$ cat config.mk
export PLATFORM = sky130hd
export DESIGN_NAME = router_out_arbiter_flat
export DESIGN_NICKNAME = d
export VERILOG_FILES = /design/src/rtl/router_out_arbiter_if.sv /design/src/rtl/router_out_arbiter.sv /design/src/flat_wrapper.sv
export SDC_FILE = /design/constraint.sdc
export NUM_CORES = 1
export LEC_CHECK = 0
export ABC_AREA = 1
export CAP_MARGIN = 40
export CORE_MARGIN = 2
export CORE_UTILIZATION = 45
export CTS_CLUSTER_DIAMETER = 120
export DETAILED_ROUTE_END_ITERATION = 8
export HOLD_SLACK_MARGIN = 0.08
export PLACE_DENSITY = 0.77
export SLEW_MARGIN = 15
export SYNTH_ARGS = -nofsm -noshare
export SYNTH_HDL_FRONTEND = slang
export SYNTH_SLANG_ARGS = --single-unit
$ cat constraint.sdc
create_clock -name clk_noc -period 6.4 [get_ports clk_noc]
set_input_delay 1.92 -clock clk_noc [delete_from_list [all_inputs] [get_ports clk_noc]]
set_output_delay 1.92 -clock clk_noc [all_outputs]
set_load 0.02 [all_outputs]
$ cat src/rtl/router_out_arbiter_if.sv
// Output-port scheduling bundle between a router's input ports and one
// output-link arbiter. The slave side is the arbiter.
interface router_out_arbiter_if #(
    parameter int NUM_REQ = 5,
    parameter int CREDITS = 2
);
    localparam int SW = $clog2(NUM_REQ);
    localparam int CW = $clog2(CREDITS + 1);

    logic [NUM_REQ-1:0] req_i;
    logic [NUM_REQ-1:0] head_i;
    logic [NUM_REQ-1:0] tail_i;
    logic               credit_ret_i;
    logic [NUM_REQ-1:0] grant_o;
    logic               flit_vld_o;
    logic [SW-1:0]      sel_o;
    logic [CW-1:0]      credits_o;
    logic               locked_o;
    logic               err_o;

    modport slave (
        input  req_i, head_i, tail_i, credit_ret_i,
        output grant_o, flit_vld_o, sel_o, credits_o, locked_o, err_o
    );

    modport master (
        output req_i, head_i, tail_i, credit_ret_i,
        input  grant_o, flit_vld_o, sel_o, credits_o, locked_o, err_o
    );
endinterface

$ cat src/rtl/router_out_arbiter.sv
// Per-output-port wormhole scheduler: round-robin on head flits, lock until
// tail, credit-based flow control toward the downstream input buffer.
module router_out_arbiter #(
    parameter int NUM_REQ = 5,
    parameter int CREDITS = 2
) (
    input  logic                  clk_noc,
    input  logic                  arst_noc,
    router_out_arbiter_if.slave   bus
);
    localparam int SW = $clog2(NUM_REQ);
    localparam int CW = $clog2(CREDITS + 1);

    typedef enum logic {
        ST_IDLE   = 1'b0,
        ST_LOCKED = 1'b1
    } state_t;

    state_t             r_state;
    state_t             w_state_next;
    logic [SW-1:0]      r_rr_ptr;
    logic [SW-1:0]      w_rr_ptr_next;
    logic [SW-1:0]      r_owner;
    logic [SW-1:0]      w_owner_next;
    logic [CW-1:0]      r_credits;
    logic [CW-1:0]      w_credits_next;
    logic               r_err;
    logic               w_err_next;

    logic [NUM_REQ-1:0] w_cand;
    logic [NUM_REQ-1:0] w_grant;
    logic               w_found;
    logic [SW-1:0]      w_pick;
    logic               w_has_credit;
    logic               w_grant_vld;
    logic [SW-1:0]      w_grant_idx;

    assign w_cand       = bus.req_i & bus.head_i;
    assign w_has_credit = (r_credits != '0);

    // Scan from the farthest offset down so the nearest candidate after rr_ptr wins.
    always_comb begin
        w_found = 1'b0;
        w_pick  = '0;
        for (int off = NUM_REQ; off >= 1; off--) begin
            if (w_cand[(int'(r_rr_ptr) + off) % NUM_REQ]) begin
                w_found = 1'b1;
                w_pick  = SW'((int'(r_rr_ptr) + off) % NUM_REQ);
            end
        end
    end

    always_comb begin
        w_state_next   = r_state;
        w_rr_ptr_next  = r_rr_ptr;
        w_owner_next   = r_owner;
        w_err_next     = r_err;
        w_credits_next = r_credits;
        w_grant_vld    = 1'b0;
        w_grant_idx    = '0;

        case (r_state)
            ST_IDLE: begin
                if (w_has_credit && w_found) begin
                    w_grant_vld   = 1'b1;
                    w_grant_idx   = w_pick;
                    w_rr_ptr_next = w_pick;
                    if (!bus.tail_i[w_pick]) begin
                        w_state_next = ST_LOCKED;
                        w_owner_next = w_pick;
                    end
                end
            end
            ST_LOCKED: begin
                // Select stays on the owner even while it stalls.
                w_grant_idx = r_owner;
                if (bus.req_i[r_owner] && w_has_credit) begin
                    w_grant_vld = 1'b1;
                    if (bus.head_i[r_owner]) begin
                        w_err_next = 1'b1;
                    end
                    if (bus.tail_i[r_owner]) begin
                        w_state_next = ST_IDLE;
                    end
                end
            end
            default: begin
                w_state_next = ST_IDLE;
            end
        endcase

        if (w_grant_vld && !bus.credit_ret_i) begin
            w_credits_next = r_credits - CW'(1);
        end else if (!w_grant_vld && bus.credit_ret_i) begin
            if (r_credits == CW'(CREDITS)) begin
                w_err_next = 1'b1;
            end else begin
                w_credits_next = r_credits + CW'(1);
            end
        end
    end

    genvar gi;
    generate
        for (gi = 0; gi < NUM_REQ; gi++) begin : g_grant
            assign w_grant[gi] = w_grant_vld && (w_grant_idx == SW'(gi));
        end
    endgenerate

    always_ff @(posedge clk_noc or negedge arst_noc) begin
        if (!arst_noc) begin
            r_state   <= ST_IDLE;
            r_rr_ptr  <= SW'(NUM_REQ - 1);
            r_owner   <= '0;
            r_credits <= CW'(CREDITS);
            r_err     <= 1'b0;
        end else begin
            r_state   <= w_state_next;
            r_rr_ptr  <= w_rr_ptr_next;
            r_owner   <= w_owner_next;
            r_credits <= w_credits_next;
            r_err     <= w_err_next;
        end
    end

    assign bus.grant_o    = w_grant;
    assign bus.flit_vld_o = w_grant_vld;
    assign bus.sel_o      = w_grant_idx;
    assign bus.credits_o  = r_credits;
    assign bus.locked_o   = (r_state == ST_LOCKED);
    assign bus.err_o      = r_err;
endmodule

$ cat src/flat_wrapper.sv
// flat-port wrapper written by rule: the top's interface ports become plain ports
module router_out_arbiter_flat 
#(
    parameter int NUM_REQ = 5,
    parameter int CREDITS = 2
)
  (clk_noc, arst_noc, bus_req_i, bus_head_i, bus_tail_i, bus_credit_ret_i, bus_grant_o, bus_flit_vld_o, bus_sel_o, bus_credits_o, bus_locked_o, bus_err_o);
  router_out_arbiter_if #(.NUM_REQ(NUM_REQ), .CREDITS(CREDITS)) bus_i ();
  input  logic clk_noc;
  input  logic arst_noc;
  input wire logic [$bits(bus_i.req_i)-1:0] bus_req_i;
  input wire logic [$bits(bus_i.head_i)-1:0] bus_head_i;
  input wire logic [$bits(bus_i.tail_i)-1:0] bus_tail_i;
  input wire logic [$bits(bus_i.credit_ret_i)-1:0] bus_credit_ret_i;
  output wire logic [$bits(bus_i.grant_o)-1:0] bus_grant_o;
  output wire logic [$bits(bus_i.flit_vld_o)-1:0] bus_flit_vld_o;
  output wire logic [$bits(bus_i.sel_o)-1:0] bus_sel_o;
  output wire logic [$bits(bus_i.credits_o)-1:0] bus_credits_o;
  output wire logic [$bits(bus_i.locked_o)-1:0] bus_locked_o;
  output wire logic [$bits(bus_i.err_o)-1:0] bus_err_o;
  assign bus_i.req_i = bus_req_i;
  assign bus_i.head_i = bus_head_i;
  assign bus_i.tail_i = bus_tail_i;
  assign bus_i.credit_ret_i = bus_credit_ret_i;
  assign bus_grant_o = bus_i.grant_o;
  assign bus_flit_vld_o = bus_i.flit_vld_o;
  assign bus_sel_o = bus_i.sel_o;
  assign bus_credits_o = bus_i.credits_o;
  assign bus_locked_o = bus_i.locked_o;
  assign bus_err_o = bus_i.err_o;
  router_out_arbiter #(.NUM_REQ(NUM_REQ), .CREDITS(CREDITS)) u_core (.clk_noc(clk_noc), .arst_noc(arst_noc), .bus(bus_i));
endmodule
==> results.toml <==
[synthesis]
synthFlopType = "dfrtp_1"
syn-num-nets = 446
synth_area_um2 = 2420
synthCells = 400
synth_seq_cells = 10
synth_top_family_by_area = "simple AND/OR/NAND/NOR gates"
async_flop_share_pct = 100
synth_compound_area_share_pct = 11.5
synth.distinct_cells = 42
ys_warn_count = 0
postSynthAreaPerCell_um2 = 6.05
synth_fa_ha_area_share_pct = 14.5
synthMuxAreaShare_pct = 0
synth-seq-area-share_pct = 10.4
synth_edf_count = 0
synth_xor_area_share_pct = 4.03
yosys.area_share.simple_pct = 48.7

[setup_path]
crit_slowest_cell = "dfstp_2"
critPathMaxStageDelay_ps = 620
r2r_cells = 30
critPathMaxFanout = 7
cp-end-kind = "primary output"
critPathLaunchType = "flop"
critical_path_required_ps = 4480
timing.rr.end = "u_core.bus.credits_o[0]"
critPathLaunch = "u_core.r_rr_ptr[2]"
r2r_slack_ps = 2130
r2r-start = "u_core.r_rr_ptr[2]"
path_common_cell = "nand2_1"
cp.arrival_ps = 4190
crit_type = "reg2out"

[detailed_routing]
wl_um = 6380
wire_per_inst_um = 12.1
drc = 0
dr.pass1.iters = 5
drt_iter0_drc = 131
final_antenna_net_count = 0
routed_via_density = 5.07
vias = 2676

[die]
core.rowCount = 26
die_h_um = 77.4
start_util_pct = 47.1
ioPinCount = 31
die_w_um = 77.4
core-area_um2 = 5140
dieArea_um2 = 5980

[clock_network]
cts_sinks = 10
cts_hold_buf = 0
clk_latency_ps = 230
cts_tree = "built"
root_buffer = "clkbuf_8"
htree_levels = 1
clockBufferDepth = 2
clk_pin_slew_ps = 40
cts_buffers = 3

[sta]
finalHoldViolCount = 0
clock_skew_ps = 3.07
min_period_ps = 6110
tns_ps = 0
slew_violations = 0
fmax_mhz = 164
tightestPinTransition_ps = 452
slew_headroom_pct = 69.8
report.final.setup_viol = 0
post-route-period-util_pct = 95.5
rsz0062_at_grt = "true"

[place]
dp_hpwl_um = 5180
io_buffers = 30
place_congestion = 0.925

[final_layout]
nets = 505
drive_above_1_share_pct = 23.8
area_growth_pct = 27.9
diodes = 0
utilization_pct = 60.2

[hold_path]
hold_path.class = "reg2reg"
holdPathStages = 2
hp-start = "u_core.bus.err_o"
min_to = "u_core.bus.err_o"

[global_routing]
grt_antenna_before_repair = 0
grt_pass1_wl_um = 10900
grt-ovfl-total = 0
grt_pass1_vias = 2595
grt_max_degree = 14
track_usage_pct = 21.5

[run_status]
status = "finished clean"

[job]
maxCapViolCount = 0
logic make-up after synthesis:
family / Yosys count
xor gates and xnor gates: 9
DFF: 10
buffers and inverters: 65
adders and majority gates: 28
AOI/OAI and AO/OA: 46
and+or+nand+nor: 242
through the flow:
step           cell area (um^2)  hold WS (ps)  setup WS, ps  cells
6_report                   3100           484           290    528
5_1_grt                    3100           494         -74.8    528
2_1_floorplan              2420           484           200    400
3_3_place_gp               2960           461         -51.5    518
4_1_cts                    3020           484          11.4    524
3_5_place_dp               2960           464         -71.9    518
synth_stat cells (3+ instances only):
master    count  area share (%)
o21ai_0      16             3.3
nand4_1       3            0.78
ha_1         28              14
clkbuf_1      4            0.62
xor2_1        7             2.5
dfrtp_1       8             8.3
inv_1        50             7.8
inv_2         7             1.1
a21oi_1       6             1.2
o21ai_2       6             2.2
nand2_1     109              17
nand3_2       5             2.1
nand2_2      19             4.9
nor2_1       26             4.0
nand3_1      58              12
a31oi_1       3            0.78
nand2_4       5             2.3
o21bai_1      3            0.93
o21ai_1       7             1.4
state kept, by name, indices dropped and copies added (netlist names):
register,count
u_core.bus.locked_o,1
u_core.r_rr_ptr,3
u_core.r_owner,3
u_core.bus.err_o,1
u_core.bus.credits_o,2
repair_timing:
action | CTS | global route
endpoints found under the setup margin | 8 | 9
gates resized for setup | 8 | 26
buffers inserted | 2 | 4
pin swaps | 0 | 2
area by class of cell:
class	count	area [um^2]
inverters	58	225
repair buffers	61	529
multi-input cells	325	1960
fillers	516	2040
well taps	70	87.6
clock buffers	4	45.0
flip-flops and latches	10	254
cell usage in the layout, fill, tap and decap left out, drive strengths merged:
cell type / synthesis / routed
nand2: 133 / 133
nand3: 64 / 64
inv: 58 / 58
buf: 3 / 33
nor2: 29 / 29
o21ai: 29 / 29
ha: 28 / 28
clkdlybuf4s50: 0 / 21
dfrtp: 8 / 8
xor2: 8 / 8
a21oi: 7 / 7
clkbuf: 4 / 7
nand4: 4 / 4
a31oi: 3 / 3
o21bai: 3 / 3
dlymetal6s2s: 0 / 3
nor3: 3 / 3
and2: 3 / 3
o22ai: 2 / 2
nand3b: 2 / 2
or2: 2 / 2
dfstp: 2 / 2
xnor2: 1 / 1
nor2b: 1 / 1
nand2b: 1 / 1
o211ai: 1 / 1
a21boi: 1 / 1
dlygate4sd2: 0 / 1
metal layers:
layer / routed length, um / track usage [%] / vias to the layer above
met3: 241 / 1.40 / 11
met5: 0 / 0 / -
met4: 82 / 5.71 / 0
li1: - / - / 1404
met1: 2890 / 27.0 / 1189
met2: 3160 / 39.5 / 72
worst max-delay path by stage:
stage,slack [ps],end,depth (start not counted)
6_report,290,bus_grant_o[4],29
5_1_grt,-70,bus_grant_o[4],28
4_1_cts,10,bus_sel_o[1],25
3_5_place_dp,-70,bus_grant_o[1],17
3_3_place_gp,-50,bus_grant_o[1],17
2_1_floorplan,200,bus_grant_o[0],27
critical path: cells and delay by family (launching register included):
kind / cells / cell delay, ps
adders and majority gates: 2 / 300
buffers and inverters: 7 / 810
and+or+nand+nor: 17 / 1770
DFF: 1 / 620
xor gates and xnor gates: 1 / 170
AOI/OAI and AO/OA: 2 / 280
Power is not shown: default switching activity piles up to over one toggle a cycle in this logic, so the estimate is an artifact.
